**src/rtl/ddr_frame_arbiter.sv**
```systemverilog
// Round-robin scheduler sharing one DDR command engine between the capture
// write stream and the display read stream, with triple-buffered frame indices.
module ddr_frame_arbiter #(
  parameter int                         CTRL_ADDR_WIDTH = 28,
  parameter logic [CTRL_ADDR_WIDTH-1:0] BASE_ADDR       = '0,
  parameter logic [CTRL_ADDR_WIDTH-1:0] FRAME_STRIDE    = CTRL_ADDR_WIDTH'(28'h0200000),
  parameter int                         FRAME_WORDS     = 115200,
  parameter int                         BURST_WORDS     = 64,
  parameter int                         ADDR_PER_WORD   = 8
) (
  input  logic                       clk,
  input  logic                       rst,
  input  logic                       wr_frame_start,
  input  logic [16:0]                wr_fifo_level,
  input  logic                       rd_frame_start,
  input  logic [16:0]                rd_fifo_space,
  output logic                       wr_cmd_en,
  output logic [CTRL_ADDR_WIDTH-1:0] wr_cmd_addr,
  output logic [31:0]                wr_cmd_len,
  input  logic                       wr_cmd_ready,
  input  logic                       wr_cmd_done,
  output logic                       rd_cmd_en,
  output logic [CTRL_ADDR_WIDTH-1:0] rd_cmd_addr,
  output logic [31:0]                rd_cmd_len,
  input  logic                       rd_cmd_ready,
  input  logic                       rd_cmd_done,
  output logic [1:0]                 wr_frame_idx,
  output logic [1:0]                 rd_frame_idx,
  output logic                       frame_drop
);

  localparam logic [31:0] FW  = 32'(FRAME_WORDS);
  localparam logic [31:0] BW  = 32'(BURST_WORDS);
  localparam logic [31:0] APW = 32'(ADDR_PER_WORD);

  typedef enum logic [2:0] {IDLE, WR_REQ, WR_WAIT, RD_REQ, RD_WAIT} state_t;

  state_t state_reg, state_next;

  logic [1:0]                 wr_idx_reg, rd_idx_reg, done_idx_reg;
  logic                       done_valid_reg, wr_active_reg, rd_active_reg;
  logic [31:0]                wr_offset_reg, rd_offset_reg;
  logic                       rr_last_rd_reg;
  logic                       wr_pend_reg, rd_pend_reg;
  logic [CTRL_ADDR_WIDTH-1:0] wr_cmd_addr_reg, rd_cmd_addr_reg;
  logic [31:0]                wr_cmd_len_reg, rd_cmd_len_reg;
  logic                       frame_drop_reg;

  logic [31:0] wr_nxt_len, rd_nxt_len;
  logic        wr_elig, rd_elig;
  logic        grant_wr, grant_rd;
  logic        consume, rd_apply;
  logic [1:0]  rd_idx_eff, wr_new_idx;
  logic        rd_active_eff;

  function automatic logic [31:0] burst_len(input logic [31:0] off);
    logic [31:0] rem;
    rem = FW - off;
    return (rem < BW) ? rem : BW;
  endfunction

  function automatic logic [CTRL_ADDR_WIDTH-1:0] burst_addr(input logic [1:0] idx,
                                                            input logic [31:0] off);
    return BASE_ADDR + FRAME_STRIDE * CTRL_ADDR_WIDTH'(idx) + CTRL_ADDR_WIDTH'(off * APW);
  endfunction

  // Lowest buffer not protected by the reader or by the newest finished frame.
  // The reader's buffer is only protected once a read has actually started.
  function automatic logic [1:0] pick_idx(input logic [1:0] ri, input logic rex,
                                          input logic [1:0] di, input logic dex);
    logic [1:0] r;
    r = 2'd0;
    for (int i = 2; i >= 0; i--) begin
      if (!(rex && ri == 2'(i)) && !(dex && di == 2'(i))) r = 2'(i);
    end
    return r;
  endfunction

  always_comb begin
    wr_nxt_len = burst_len(wr_offset_reg);
    rd_nxt_len = burst_len(rd_offset_reg);
    wr_elig    = wr_active_reg && (wr_offset_reg < FW) && ({15'd0, wr_fifo_level} >= wr_nxt_len);
    rd_elig    = rd_active_reg && (rd_offset_reg < FW) && ({15'd0, rd_fifo_space} >= rd_nxt_len);
  end

  // Read start is applied before write start so index selection sees the new reader.
  always_comb begin
    consume       = (state_reg == IDLE) && (wr_pend_reg || rd_pend_reg);
    rd_apply      = consume && rd_pend_reg && done_valid_reg;
    rd_idx_eff    = rd_apply ? done_idx_reg : rd_idx_reg;
    rd_active_eff = rd_apply || rd_active_reg;
    wr_new_idx    = pick_idx(rd_idx_eff, rd_active_eff, done_idx_reg, done_valid_reg);
  end

  always_ff @(posedge clk) begin
    if (rst) state_reg <= IDLE;
    else     state_reg <= state_next;
  end

  always_comb begin
    state_next = state_reg;
    grant_wr   = 1'b0;
    grant_rd   = 1'b0;
    case (state_reg)
      IDLE: begin
        if (!(wr_pend_reg || rd_pend_reg)) begin
          if (wr_elig && rd_elig) begin
            grant_wr = rr_last_rd_reg;
            grant_rd = !rr_last_rd_reg;
          end else begin
            grant_wr = wr_elig;
            grant_rd = rd_elig;
          end
          if (grant_wr)      state_next = WR_REQ;
          else if (grant_rd) state_next = RD_REQ;
        end
      end
      WR_REQ:  if (wr_cmd_ready) state_next = WR_WAIT;
      WR_WAIT: if (wr_cmd_done)  state_next = IDLE;
      RD_REQ:  if (rd_cmd_ready) state_next = RD_WAIT;
      RD_WAIT: if (rd_cmd_done)  state_next = IDLE;
      default: state_next = IDLE;
    endcase
  end

  always_comb begin
    wr_cmd_en = 1'b0;
    rd_cmd_en = 1'b0;
    case (state_reg)
      WR_REQ:  wr_cmd_en = wr_cmd_ready;
      RD_REQ:  rd_cmd_en = rd_cmd_ready;
      default: ;
    endcase
  end

  always_ff @(posedge clk) begin
    if (rst) begin
      wr_idx_reg      <= 2'd0;
      rd_idx_reg      <= 2'd0;
      done_idx_reg    <= 2'd0;
      done_valid_reg  <= 1'b0;
      wr_active_reg   <= 1'b0;
      rd_active_reg   <= 1'b0;
      wr_offset_reg   <= 32'd0;
      rd_offset_reg   <= 32'd0;
      rr_last_rd_reg  <= 1'b1;
      wr_pend_reg     <= 1'b0;
      rd_pend_reg     <= 1'b0;
      wr_cmd_addr_reg <= '0;
      rd_cmd_addr_reg <= '0;
      wr_cmd_len_reg  <= 32'd0;
      rd_cmd_len_reg  <= 32'd0;
      frame_drop_reg  <= 1'b0;
    end else begin
      frame_drop_reg <= 1'b0;
      // A pulse arriving in the consume cycle stays pending for the next one.
      wr_pend_reg    <= wr_frame_start || (wr_pend_reg && !consume);
      rd_pend_reg    <= rd_frame_start || (rd_pend_reg && !consume);

      if (rd_apply) begin
        rd_idx_reg    <= done_idx_reg;
        rd_offset_reg <= 32'd0;
        rd_active_reg <= 1'b1;
      end
      if (consume && wr_pend_reg) begin
        frame_drop_reg <= wr_active_reg && (wr_offset_reg < FW);
        wr_idx_reg     <= wr_new_idx;
        wr_offset_reg  <= 32'd0;
        wr_active_reg  <= 1'b1;
      end

      if (grant_wr) begin
        wr_cmd_addr_reg <= burst_addr(wr_idx_reg, wr_offset_reg);
        wr_cmd_len_reg  <= wr_nxt_len;
        rr_last_rd_reg  <= 1'b0;
      end
      if (grant_rd) begin
        rd_cmd_addr_reg <= burst_addr(rd_idx_reg, rd_offset_reg);
        rd_cmd_len_reg  <= rd_nxt_len;
        rr_last_rd_reg  <= 1'b1;
      end

      if (state_reg == WR_WAIT && wr_cmd_done) begin
        wr_offset_reg <= wr_offset_reg + wr_cmd_len_reg;
        if (wr_offset_reg + wr_cmd_len_reg >= FW) begin
          done_idx_reg   <= wr_idx_reg;
          done_valid_reg <= 1'b1;
          wr_active_reg  <= 1'b0;
        end
      end
      if (state_reg == RD_WAIT && rd_cmd_done) begin
        rd_offset_reg <= rd_offset_reg + rd_cmd_len_reg;
      end
    end
  end

  assign wr_cmd_addr  = wr_cmd_addr_reg;
  assign wr_cmd_len   = wr_cmd_len_reg;
  assign rd_cmd_addr  = rd_cmd_addr_reg;
  assign rd_cmd_len   = rd_cmd_len_reg;
  assign wr_frame_idx = wr_idx_reg;
  assign rd_frame_idx = rd_idx_reg;
  assign frame_drop   = frame_drop_reg;

endmodule

```
**config.mk**
```make
export PLATFORM = sky130hd
export DESIGN_NAME = ddr_frame_arbiter
export DESIGN_NICKNAME = d
export VERILOG_FILES = /design/src/rtl/ddr_frame_arbiter.sv
export SDC_FILE = /design/constraint.sdc
export NUM_CORES = 1
export LEC_CHECK = 0
export ABC_AREA = 1
export CAP_MARGIN = 20
export CORE_UTILIZATION = 40
export CTS_CLUSTER_DIAMETER = 40
export DETAILED_ROUTE_END_ITERATION = 16
export GPL_ROUTABILITY_DRIVEN = 0
export GPL_TIMING_DRIVEN = 0
export PLACE_DENSITY = 0.65
export REMOVE_ABC_BUFFERS = 1
export SYNTH_ARGS = -nofsm -noshare
export SYNTH_HDL_FRONTEND = slang
export SYNTH_SLANG_ARGS = --single-unit
export TNS_END_PERCENT = 100
```
**constraint.sdc**
```tcl
create_clock -name clk -period 3.4 [get_ports clk]
set_clock_uncertainty 0.1 [all_clocks]
set_input_delay 0.51 -clock clk [delete_from_list [all_inputs] [get_ports clk]]
set_output_delay 0.51 -clock clk [all_outputs]
set_load 0.02 [all_outputs]
```
# [Word-level counts from Yosys, hierarchy flattened]
# Cells that the tools add are included.
[word_totals] latch_bits=0 memories=0 mem_bits_ro=0 in_bits=42 output_inout_bits=127 wordCells=121 regBits=200 ramBits=0
[op_classes] add_sub_neg=6 n_mul=0 eq_ne=14 n_shift=0 magnitude_cmp=7 mux=33 div_mod_pow=0 n_bitwise=1 n_reduce_logical=43
[op_table] operator="32-bit 2-to-1 mux" count=6
[op_table] operator="32-bit adder" count=2
[op_table] operator="17-bit by 32-bit >= comparator with 1-bit output" count=2
[op_table] operator="32-bit by 17-bit < comparator with 1-bit output, second input constant" count=2
[op_table] operator="32-bit by 7-bit < comparator with 1-bit output, second input constant" count=2
[op_table] operator="17-bit by 32-bit subtractor with 32-bit output, first input constant" count=2
[op_table] operator="23-bit by 28-bit adder with 28-bit output" count=2
[op_table] operator="32-bit by 17-bit >= comparator with 1-bit output, second input constant" count=1
[op_table] operator="1-bit logical AND" count=22
[op_table] operator="3-bit 2-to-1 mux" count=7
[op_table] operator="1-bit 2-to-1 mux" count=15
[op_table] operator="3-bit case mux with 5 select lines" count=1
[op_table] operator="2-bit != test, second input constant" count=5
[op_table] operator="1-bit logical NOT" count=8
[op_table] operator="2-bit 2-to-1 mux" count=4
[op_table] operator="3-bit by 2-bit == test with 1-bit output, second input constant" count=2
[op_table] operator="6-bit AND reduction" count=1
[op_table] operator="2-bit by 1-bit == test with 1-bit output, second input constant" count=2
[op_table] operator="2-bit == test, second input constant" count=2
[op_table] operator="2-bit logical NOT" count=2
[op_table] operator="1-bit logical OR" count=4
[op_table] operator="2-bit nonzero test" count=2
[op_table] operator="2-bit OR reduction" count=2
[op_table] operator="3-bit by 1-bit == test with 1-bit output, second input constant" count=1
[op_table] operator="5 further kinds" count=5

# [Longest topological paths before layout]
[logic_depth] depth_word=13 ltp_mapped=35 mapped_depth_nobuf=35

# [Worst setup path before layout]
# No wires, ideal clock.
[synth_path] path_type="register -> register" start="register rd_offset_reg[1]" end="register wr_cmd_len_reg[1], in the netlist wr_cmd_len[1]" path_stages_with_launch=30 required_ns=3.190 slack_ns=-0.285 n_path_buf=1 t_arrival_ns=3.475 period_less_slack_ns=3.685 path_cell_list="dfxtp_1 -> inv_1 -> ha_1 -> nand2_2 -> nor3_4 -> nand2_1 -> nand3_2 -> nand2_1 -> xnor2_1 -> nand2_1 -> nor2_2 -> nand4_4 -> nor2_8 -> nand2_1 -> ha_1 -> nand2_1 -> o21ai_0 -> nand2_1 -> nand3_1 -> nand2_1 -> nand2_1 -> nand2_1 -> nand3b_1 -> nand3_4 -> nand3_4 -> inv_2 -> buf_6 -> or2_1 -> inv_1 -> nor2_1"
[synth_via] elab_chain_cells=11 elab_cells_between_ends=13 cone_classes="add/sub: 1; order compare: 3; mux: 6; reduce/logical: 3"
[synth_lines] element="start: declaration" line_no="42" text="logic [31:0] wr_offset_reg, rd_offset_reg;"
[synth_lines] element="start signal: assignment" line_no="192" text="rd_offset_reg <= rd_offset_reg + rd_cmd_len_reg;"
[synth_lines] element="17-bit by 32-bit subtractor with 32-bit output" line_no="58" text="rem = FW - off;"
[synth_lines] element="32-bit by 7-bit < comparator with 1-bit output" line_no="59" text="return (rem < BW) ? rem : BW;"
[synth_lines] element="32-bit 2-to-1 mux" line_no="59"
[synth_lines] element="17-bit by 32-bit >= comparator with 1-bit output" line_no="83" text="rd_elig = rd_active_reg && (rd_offset_reg < FW) && ({15'd0, rd_fifo_space} >= rd_nxt_len);"
[synth_lines] element="1-bit logical AND (*)" line_no="83"
[synth_lines] element="1-bit logical AND (*)" line_no="107" text="if (wr_elig && rd_elig) begin"
[synth_lines] element="1-bit 2-to-1 mux (*)" line_no="107"
[synth_lines] element="1-bit 2-to-1 mux (*)" line_no="106" text="if (!(wr_pend_reg || rd_pend_reg)) begin"
[synth_lines] element="1-bit 2-to-1 mux (*)" line_no="104" text="case (state_reg)"
[synth_lines] element="1-bit 2-to-1 mux (*)" line_no="106"
[synth_lines] element="1-bit 2-to-1 mux (*)" line_no="104"
[synth_lines] element="end signal: assignment" line_no="174" text="wr_cmd_len_reg <= wr_nxt_len;"
[synth_lines] element="end: declaration" line_no="46" text="logic [31:0] wr_cmd_len_reg, rd_cmd_len_reg;"
# Every way passes the cells marked *; elsewhere a longest branch is shown, timed or not. The select of a mux whose other input is x is not followed.
# A chain may end at the register's enable or synchronous reset.

# [Final worst setup path]
[layout_path] start="register rd_offset_reg[0]" end="register wr_cmd_addr_reg[3], in the netlist wr_cmd_addr[3]"
[layout_via] elab_chain_cells=11 elab_cells_between_ends=13 cone_classes="add/sub: 1; order compare: 3; mux: 6; reduce/logical: 3"
[layout_lines] element="17-bit by 32-bit subtractor with 32-bit output" line_no="58"
[layout_lines] element="32-bit by 7-bit < comparator with 1-bit output" line_no="59"
[layout_lines] element="32-bit 2-to-1 mux" line_no="59"
[layout_lines] element="17-bit by 32-bit >= comparator with 1-bit output" line_no="83"
[layout_lines] element="1-bit logical AND (*)" line_no="83"
[layout_lines] element="1-bit logical AND (*)" line_no="107"
[layout_lines] element="1-bit 2-to-1 mux (*)" line_no="107"
[layout_lines] element="1-bit 2-to-1 mux (*)" line_no="106"
[layout_lines] element="1-bit 2-to-1 mux (*)" line_no="104"
[layout_lines] element="1-bit 2-to-1 mux (*)" line_no="106"
[layout_lines] element="1-bit 2-to-1 mux (*)" line_no="104"
[layout_lines] element="end signal: assignment" line_no="173" text="wr_cmd_addr_reg <= burst_addr(wr_idx_reg, wr_offset_reg);"
[layout_lines] element="end: declaration" line_no="45" text="logic [CTRL_ADDR_WIDTH-1:0] wr_cmd_addr_reg, rd_cmd_addr_reg;"
# Marks and branches as above.

==> impl_metrics.yaml <==
routing:
  route.final.wire_length_um: 47870
  drtIter0Drc: 1148
  drc: 0
  ant_nets: 0
  wl_per_cell_um: 15.91
  firstDrtPassIters: 6
  vias: 15697
  vias_per_cell: 5.218
global_route:
  grt-ovfl-total: 0
  antenna_found_initial: 0
  use_met3_pct: 4.111
  grt_usage_pct: 24.97
  grt_max_degree: 74
  met2_usage_pct: 40.75
  grt_pass1_vias: 13927
  grt_pass1_wl_um: 72270
  top_usage_layer: "met2"
  met1_usage_pct: 33.22
worst_setup_path:
  cpMostUsedCell: "nand2_1"
  crit_fanout: 8
  critPathCaptureType: "register"
  cp.arrival_ns: 4.53
  cp.required_ns: 3.64
  crit_type: "reg -> reg"
  crit_path_start_kind: "register"
  cpPeakStageDelay_ns: 0.36
  crit_path_top_delay_cell: "dfxtp_4"
die:
  rows: 69
  ios: 169
  core_mm2: 0.03548
  die_w_um: 191.9
  die_h_um: 191.9
  start_util_pct: 40.65
  dieArea_mm2: 0.03682
placed_design:
  portBuffers: 162
  dp_hpwl_um: 34480
  postPlaceCellArea_mm2: 0.01649
timing:
  timing.fmax_mhz: 233.2
  min_period_ns: 4.289
  worstMarginPinSlew_ns: 0.9880
  post-route-period-util_pct: 126.1
  slew_viol_final: 0
  finalSetupViolCount: 117
  maxSlewHeadroom_pct: 33.95
  fin_hold_ws_ns: 0.3525
  rsz0062_at_grt: "yes"
  setup_slack_ns: -0.8886
  hold_viol_final: 0
synth:
  ys_ff_latch: 194
  synth.cell_area_mm2: 0.01442
  yosysSeqAreaShare_pct: 26.93
  synth_edf_count: 0
  synth_cell_types: 60
  ys.flop_type: "dfxtp_1"
  syn_inst: 2295
  postSynth.asyncResetShare_pct: 0
  syn-mean-instance-area_um2: 6.285
  yosysWarnings: 0
pwr:
  totalPowerFinal_mw: 5.128
  p_sw_share_pct: 27.82
  power_frac_comb_pct: 12.7
  p_sw_mw: 1.427
  p_leak_nw: 9.152
  powerDensity_mw_per_mm2: 274.2
  p_clk_share_pct: 41.8
  p_seq_share_pct: 45.5
  peakVddDrop_v: 0.0003752
  internal_power_mw: 3.702
clock_network:
  cts_tree: "yes"
  clk_pin_slew_ns: 0.08
  h-tree-depth: 4
  cts_buffers: 17
  cts.sinks: 194
  cts_root_buf: "clkbuf_16"
  clock_path_buffers: 2
  clock_latency_ns: 0.46
  hold_buffers: 0
run_status:
  status: "complete, but fails checks"
  violations: "negative setup slack"
worst_hold_path:
  hold_class: "reg -> reg"
final_layout:
  nets: 2680
  fin_area_mm2: 0.01871
  n_antenna_cell: 0
  fillers: 3414
  drive_gt1_share_pct: 13.55
  area_growth_syn_to_layout_pct: 29.69
run:
  cap_violations: 0
## per-layer routing
metal  part of all wire (%)  routed length [µm]
met2                     45               21690
met5                      0                   0
met4                    2.7                1309
met1                     45               21690
met3                    6.6                3176
## placed cells by master, fill, tap and decap left out, types with 11 or more instances in the layout
cell type	count
a21oi_1	196
buf_4	49
clkbuf_16	17
clkdlybuf4s50_1	161
conb_1	26
dfxtp_1	159
dfxtp_2	27
ha_1	92
inv_1	334
inv_2	25
nand2_1	574
nand2_2	26
nand3_1	133
nand3_2	19
nand4_1	34
nor2_1	225
nor2_2	18
nor2_4	19
nor3_1	29
nor4_1	11
o21ai_0	89
o21ai_1	23
xnor2_1	11
xor2_1	31
## cells in the mapped netlist (7+ instances only)
library cell,n,area [µm²]
nand2_1,593,2226
inv_1,349,1310
nor2_1,245,919.6
a21oi_1,198,991.0
dfxtp_1,194,3884
nand3_1,147,735.7
o21ai_0,101,505.5
ha_1,100,1251
xor2_1,36,315.3
nor3_1,35,175.2
nand4_1,34,212.7
clkbuf_1,24,90.09
inv_2,21,78.83
o21ai_1,20,100.1
nand2_2,15,93.84
xnor2_1,12,105.1
and2_1,11,68.82
nor4_1,11,68.82
a21o_1,9,67.56
nand3_2,9,90.09
nand3b_1,9,67.56
nor2_4,9,101.4
a21oi_2,8,70.07
buf_4,8,60.06
nor2_2,8,50.05
buf_2,7,35.03
o21a_1,7,52.55
## cell families (layout without fill, tap and decap cells)
family          count (synthesis)  in the layout  share of synthesized area, %
fa+ha+maj                     104            104                         9.230
compound gates                373            373                         13.94
flops                         194            194                         26.93
buf+inv                       421            645                         11.52
simple gates                 1151           1155                         35.19
other cells                     2             26                       0.05207
xor+xnor                       50             50                         3.140
## through the flow
step           cells  utilization, %  setup TNS [ns]  setup slack (ns)
6_report        3008           52.72          -90.11           -0.8886
5_1_grt         3008           52.72         -116.71            -1.099
4_1_cts         2966           50.49          -74.97           -0.7333
3_5_place_dp    2896           46.47         -139.92            -1.564
3_3_place_gp    2894           46.38         -450.63            -4.623
2_1_floorplan   2271               -          -31.44           -0.4450
## timing repair
item / CTS / global route
pin swaps: 31 / 36
cloned: 6 / 7
setup buffers: 33 / 37
resized for setup: 116 / 132
endpoints found under the setup margin: 117 / 121
## path summary, 6_finish.rpt
kind / startpoint / end / slack [ns] / cells past startpoint
worst max-delay path: rd_offset_reg[0] / wr_cmd_addr[3] / -0.89 / 30
worst min-delay path: rd_cmd_len[27] / rd_cmd_len[27] / 0.35 / 2
worst max register to register: rd_offset_reg[0] / wr_cmd_addr[3] / -0.89 / 30
worst min register to register: rd_cmd_len[27] / rd_cmd_len[27] / 0.35 / 2
## power groups by stage
stage / clock network [mW] / logic, mW / registers [mW]
after detailed placement: 0 / 0.538 / 2.39
after global placement: 0 / 0.522 / 2.39
final: 2.14 / 0.650 / 2.33
after CTS: 2.19 / 0.613 / 2.34
after floorplan: 0 / 0.275 / 2.42
after global routing: 2.28 / 0.711 / 2.34
## area by class of cell
cell class | count | area (µm²) | area share (%)
Sequential cell | 194 | 3948 | 21.10
Inverter | 373 | 1473 | 7.872
Multi-Input combinational cell | 1708 | 9627 | 51.46
Tap cell | 461 | 576.8 | 3.083
Clock buffer | 21 | 470.5 | 2.515
Timing Repair inverter | 8 | 122.6 | 0.6555
Clock inverter | 11 | 140.1 | 0.7491
Timing Repair Buffer | 232 | 2350 | 12.56
## critical path: cells and delay by family (launching register included)
kind	cells	cell delay [ns]
flops	1	0.36
simple gates	19	2.12
compound gates	2	0.30
buf+inv	6	0.68
xor+xnor	1	0.16
fa+ha+maj	2	0.42
No activity file was read; power rests on OpenSTA's default activity.
